===== src/rtl/if_fetch.sv =====
// Instruction fetch stage: drives the instruction memory and feeds the IF/ID register.
// A one-entry skid buffer keeps a word that returns while the IF/ID register is stalled.
module if_fetch #(
   parameter logic [31:0] RESET_PC = 32'h0000_0000
) (
   input  logic        clk,
   input  logic        rst,
   output logic        imem_req,
   output logic [31:0] imem_addr,
   input  logic        imem_ack,
   input  logic [31:0] imem_rdata,
   input  logic        stall,
   input  logic        redirect,
   input  logic [31:0] redirect_pc,
   output logic        out_valid,
   output logic [31:0] out_pc4,
   output logic [31:0] out_instr
);

   // HOLD means the skid buffer is full; no separate valid flag is kept for it.
   typedef enum logic [1:0] {FETCH, HOLD, DISCARD} state_t;

   state_t      state;
   logic [31:0] pc;
   logic [31:0] req_addr;
   logic [31:0] skid_pc4;
   logic [31:0] skid_instr;

   logic        accept;
   logic        loadable;
   logic        got_word;
   logic [31:0] target;

   assign accept   = out_valid && !stall;
   assign loadable = !out_valid || accept;
   assign got_word = imem_req && imem_ack;
   assign target   = {redirect_pc[31:2], 2'b00};

   // Gated by rst so the request drops the instant reset asserts.
   assign imem_req  = !rst && (state != HOLD);
   assign imem_addr = req_addr;

   // NOTE: sequential state uses non-blocking assignments only, so every branch
   // below reads the values from before this edge.
   always_ff @(posedge clk or posedge rst) begin
      if (rst) begin
         state      <= FETCH;
         pc         <= RESET_PC;
         req_addr   <= RESET_PC;
         out_valid  <= 1'b0;
         out_pc4    <= 32'h0;
         out_instr  <= 32'h0;
         skid_pc4   <= 32'h0;
         skid_instr <= 32'h0;
      end else if (redirect) begin
         out_valid <= 1'b0;
         pc        <= target;
         // A request already on the bus must complete before the target is issued.
         if (imem_req && !imem_ack) begin
            state <= DISCARD;
         end else begin
            state    <= FETCH;
            req_addr <= target;
         end
      end else begin
         case (state)
            FETCH: begin
               if (got_word) begin
                  pc       <= pc + 32'd4;
                  req_addr <= req_addr + 32'd4;
                  if (loadable) begin
                     out_valid <= 1'b1;
                     out_pc4   <= req_addr + 32'd4;
                     out_instr <= imem_rdata;
                  end else begin
                     skid_pc4   <= req_addr + 32'd4;
                     skid_instr <= imem_rdata;
                     state      <= HOLD;
                  end
               end else if (accept) begin
                  out_valid <= 1'b0;
               end
            end
            HOLD: begin
               if (accept) begin
                  out_pc4   <= skid_pc4;
                  out_instr <= skid_instr;
                  state     <= FETCH;
               end
            end
            DISCARD: begin
               if (accept) out_valid <= 1'b0;
               if (got_word) begin
                  req_addr <= pc;
                  state    <= FETCH;
               end
            end
            default: state <= FETCH;
         endcase
      end
   end

endmodule

===== config.mk =====
export PLATFORM = sky130hd
export DESIGN_NAME = if_fetch
export DESIGN_NICKNAME = d
export VERILOG_FILES = /design/src/rtl/if_fetch.sv
export SDC_FILE = /design/constraint.sdc
export NUM_CORES = 1
export LEC_CHECK = 0
export ABC_AREA = 1
export BUFFER_PORTS_ARGS = -buffer_cell sky130_fd_sc_hd__buf_2
export CAP_MARGIN = 20
export CORE_ASPECT_RATIO = 1.5
export CORE_MARGIN = 2
export CORE_UTILIZATION = 45
export CTS_CLUSTER_DIAMETER = 60
export DETAILED_ROUTE_END_ITERATION = 10
export HOLD_SLACK_MARGIN = 0.06
export PLACE_DENSITY = 0.71
export SETUP_SLACK_MARGIN = 0.05
export SLEW_MARGIN = 0
export SYNTH_ARGS = -nofsm -noshare
export SYNTH_HDL_FRONTEND = slang
export SYNTH_SLANG_ARGS = --single-unit

===== constraint.sdc =====
create_clock -name clk -period 9.7 [get_ports clk]
set_input_delay 0.97 -clock clk [delete_from_list [all_inputs] [get_ports clk]]
set_output_delay 0.97 -clock clk [all_outputs]
set_load 0.02 [all_outputs]

Word level (Yosys, flattened, before mapping):

Index checks and enable logic that the tools add are counted.

* output and inout bits: 98
* logic and storage cells: 72
* flip-flop bits (word level): 195
* input port bits: 69

* muxes and demuxes: 28
* reductions and logical operators: 20
* $add $sub $neg: 2
* bitwise gates (word level): 2
* eq/ne operators: 12

Operators by type and width (number)
* 32-bit two-way mux: 13
* 32-bit case mux with 2 select lines: 3
* 32-bit by 3-bit adder with 32-bit output, second input constant: 2
* 2-bit two-way mux: 6
* 3-bit != test, second input constant: 4
* 4-bit AND reduction: 3
* 2-bit != test, second input constant: 4
* 2-bit case mux with 3 select lines: 1
* 2-bit nonzero test: 3
* 5-bit AND reduction: 1
* 1-bit logical AND: 4
* 1-bit logical NOT: 4
* 1-bit two-way mux: 4
* 4-bit != test, second input constant: 1
* 2-bit AND reduction: 2
* 3-bit nonzero test: 1
* 2-bit by 1-bit == test with 1-bit output, second input constant: 1
* 2-bit == test, second input constant: 1
* 2-bit logical NOT: 1
* 2-bit by 1-bit != test with 1-bit output, second input constant: 1
* 1-bit NOT: 2
* 1-bit case mux with 2 select lines: 1
* 1-bit logical OR: 1

Longest topological paths before layout:

* depth in word-level cells: 7
* depth in mapped cells: 12
* depth with buffers taken out: 12

Worst setup path before layout:

Ideal clock, no wire load.

* path type: input to output
* from: input port rst
* to: output port imem_req
* path buffers: 0
* data required time: 8.730 ns
* stages: 3
* arrival time: 5.392 ns
* slack: 3.338 ns
* cell sequence: inv_1 -> nand2_2 -> inv_2

* cells in the longest elaborated chain, start to end: 2

RTL lines
* from (decl): RTL line 7 `input logic rst,`
* 1-bit logical NOT (no source line)
* 1-bit logical AND: RTL line 40 `assign imem_req = !rst && (state != HOLD);`
* to (decl): RTL line 8 `output logic imem_req,`

Every way passes these cells.

Final worst setup path:

* from: input port redirect
* to: register skid_instr[15]

* cells in the longest elaborated chain, start to end: 2

RTL lines
* from (decl): RTL line 13 `input logic redirect,`
* 1-bit NOT (no source line)
* 4-bit AND reduction (no source line)
* to (signal assigned): RTL line 77 `skid_instr <= imem_rdata;`
* to (decl): RTL line 27 `logic [31:0] skid_instr;`

Every way passes these cells.
A chain may end at the register's enable or synchronous reset.

==> impl_metrics.env <==
export IMPL_ys_ff_latch=190
export IMPL_seqPwrFrac_pct=43.8
export IMPL_powerDensity_nw_per_um2=212
export IMPL_htree_num_levels=4
export IMPL_grt_pass1_vias=9101
export IMPL_synth_distinct_cells=40
export IMPL_final_cell_area_um2=11800
export IMPL_drc=0
export IMPL_row_count=67
export IMPL_crit_required_ns=10.02
export IMPL_finalClockSkew_ns=0.00885
export IMPL_postRouteAntennaNets=0
export IMPL_power_internal_uw=1600
export IMPL_setup_tns_final_ns=0
export IMPL_dpl_hpwl_um=20300
export IMPL_wl_um=28800
export IMPL_rr_worst_depth=9
export IMPL_hold_start="out_pc4[5]"
export IMPL_clkLatencyLatePin_ns=0.44
export IMPL_syn_nets=1425
export IMPL_p_leak_uw=0.00610
export IMPL_cts_tree="done"
export IMPL_status="complete, no violations"
export IMPL_path_class="input pin to flip-flop"
export IMPL_path_clk_slew_ns=0.07
export IMPL_r2r_end="out_pc4[22]"
export IMPL_synth_flop_cell="dfrtp_1"
export IMPL_cpMostUsedCell="buf_4"
export IMPL_crit_start="redirect"
export IMPL_critPathCaptureType="flip-flop"
export IMPL_slew_violations=0
export IMPL_hold_class="flip-flop to flip-flop"
export IMPL_worstPathMaxFanout=70
export IMPL_dieArea_um2=24200
export IMPL_yosysSeqAreaShare_pct=46.1
export IMPL_synth_warning_count=0
export IMPL_r2r_setup_slack_ns=6.45
export IMPL_total_power_uw=2510
export IMPL_grt_setup_unrepaired="false"
export IMPL_grt_max_degree=111
export IMPL_worst_path_buf_inv=5
export IMPL_setup_violations=0
export IMPL_slowest_stage="buf_4"
export IMPL_grt_use_total_pct=24.5
export IMPL_slowest_delay_ns=0.68
export IMPL_setup_slack_ns=6.33
export IMPL_dpl_cell_area_um2=11200
export IMPL_hold_viol=0
export IMPL_cp_start_kind="input pin"
export IMPL_finalCritPeriodShare_pct=34.7
export IMPL_cts_root_buf="clkbuf_16"
export IMPL_clkPwrFrac_pct=27.9
export IMPL_synth_async_reset_ratio_pct=100
export IMPL_dp_slack_ns=5.86
export IMPL_cpLargestDelayFamily="buffers and inverters"
export IMPL_cts_buffers=17
export IMPL_avgViaCountPerCell=5.26
export IMPL_cap_violations=0
export IMPL_synth_avg_cell_area_um2=7.62
export IMPL_port_buffer_count=164
export IMPL_synth_area_top_cells="dfrtp_1 46%, nand2_1 13%, nor2_1 7.8%, mux2_2 5.5%, a21oi_1 4.5%"
export IMPL_cts_sinks=190
export IMPL_utilization_pct=52.7
export IMPL_pwr_share_comb_pct=28.3
export IMPL_cts_resized=0
export IMPL_die_x_um=128
export IMPL_core_um2=22500
export IMPL_post_cts_buffers=0
export IMPL_p_sw_uw=917
export IMPL_area_growth_pct=14.8
export IMPL_hold_depth=2
export IMPL_whs_endpoint="out_pc4[5]"
export IMPL_cp_depth=8
export IMPL_io_pin_count=167
export IMPL_initial_core_util_pct=45.9
export IMPL_drtIter0Drc=631
export IMPL_synth_area_um2=10300
export IMPL_grt_pass1_wl_um=46900
export IMPL_synth_edff_count=0
export IMPL_antenna_found_initial=0
export IMPL_period_minus_slack_ns=3.37
export IMPL_maxSlewHeadroom_pct=25.7
export IMPL_clockBufferDepth=2
export IMPL_worst_slew_pin_slew_ns=1.11
export IMPL_netSwitchingFraction_pct=36.5
export IMPL_synth_top_area_share_pct=46.1
export IMPL_hold_buffers=0
export IMPL_wl_per_cell_um=16.2
export IMPL_critPathArrivalTime_ns=3.69
export IMPL_drt_pass1_iter_count=5
export IMPL_gr_total_overflow=0
export IMPL_synth_cells=1354
export IMPL_ir_drop_mv=0.131
export IMPL_fmax_ghz=0.297
export IMPL_layout_drive_gt1_share_pct=18.6
export IMPL_crit_chain="buf_2 > buf_4 > inv_2 > buf_4 > nand2_1 > nor2_4 > buf_4 > mux2_2"
export IMPL_gp_congestion=0.961
export IMPL_synth_largest_area_cell="dfrtp_1"
export IMPL_r2r_start="state[1]"
export IMPL_via_count=9321
export IMPL_diodes=0
export IMPL_die_y_um=189
export IMPL_final_nets=1553
state kept, by name, summed over array words and instances, names as in the netlist:
register,count
out_pc4,31
imem_addr,31
pc,30
skid_pc4,31
out_instr,32
out_valid,1
state,2
skid_instr,32
power by group through the flow:
stage,combinational (µW),clock (µW),sequential [µW]
6_report,711,701,1100
3_5_place_dp,712,0,1120
5_1_grt,792,749,1130
4_1_cts,715,720,1100
2_1_floorplan,347,0,1220
3_3_place_gp,699,0,1110
layout by cell type (no fill, tap or decap), drive strengths merged, types with 22 or more instances in the layout:
| cell type | instances |
|---|---|
| a21oi | 92 |
| buf | 173 |
| clkbuf | 22 |
| dfrtp | 190 |
| inv | 117 |
| mux2 | 51 |
| nand2 | 367 |
| nand3 | 79 |
| nor2 | 221 |
| o21ai | 79 |
| o31ai | 40 |
per-stage QoR:
step | hold slack (ns) | instances
final | 0.477 | 1771
after global routing | 0.497 | 1771
after CTS | 0.481 | 1770
after detailed placement | 0.463 | 1738
after global placement | 0.458 | 1738
after floorplan | 0.459 | 1354
area by class of cell:
class,count,area (µm²)
inverters,114,435
fillers,2197,10600
clock buffers,22,484
multi-input cells,986,4810
clock inverters,10,101
flip-flops and latches,190,4750
repair buffers,173,908
well taps,276,345
cells in the mapped netlist (2+ instances only):
| cell | instances |
|---|---|
| a21oi_1 | 92 |
| a31oi_1 | 4 |
| and2_1 | 3 |
| buf_2 | 21 |
| buf_4 | 7 |
| buf_6 | 6 |
| clkbuf_1 | 29 |
| dfrtp_1 | 190 |
| ha_1 | 2 |
| inv_1 | 107 |
| inv_2 | 6 |
| mux2_2 | 50 |
| mux2i_1 | 2 |
| nand2_1 | 360 |
| nand2_2 | 6 |
| nand3_1 | 79 |
| nand3b_1 | 3 |
| nand4_1 | 5 |
| nor2_1 | 214 |
| nor2_2 | 6 |
| nor3_1 | 12 |
| o211ai_1 | 4 |
| o21ai_0 | 70 |
| o21ai_1 | 8 |
| o21bai_1 | 3 |
| o31ai_1 | 40 |
| xnor2_1 | 2 |
| xor2_1 | 11 |
worst min-delay path, stage by stage (launching register included):
cell	delay, ns
dfrtp_1	0.34
nand2_1	0.05
o31ai_1	0.05
logic make-up (layout without fill, tap and decap cells):
kind of cell | Yosys count | count (layout) | synth area share (%)
AOI/OAI and AO/OA | 225 | 225 | 12.2
xor gates and xnor gates | 13 | 13 | 1.10
adders and majority gates | 2 | 2 | 0.243
buffers and inverters | 178 | 319 | 7.42
DFF | 190 | 190 | 46.1
muxes | 53 | 53 | 5.76
and+or+nand+nor | 693 | 693 | 27.2
routing by layer:
layer / vias up / global-route usage (%) / wire length, µm
met2: 261 / 40.8 / 13900
li1: 4640 / - / -
met5: - / 0 / 0
met4: 0 / 12.3 / 1390
met1: 4359 / 31.2 / 12300
met3: 61 / 3.48 / 1150
worst max path at each step:
stage                      to  slack [ns]
2_1_floorplan        imem_req        3.34
3_3_place_gp   skid_instr[15]        5.89
3_5_place_dp   skid_instr[15]        5.86
4_1_cts        skid_instr[15]        6.33
5_1_grt            out_pc4[9]        6.11
6_report       skid_instr[15]        6.33
Note: power is estimated with default switching activity, not from simulation.
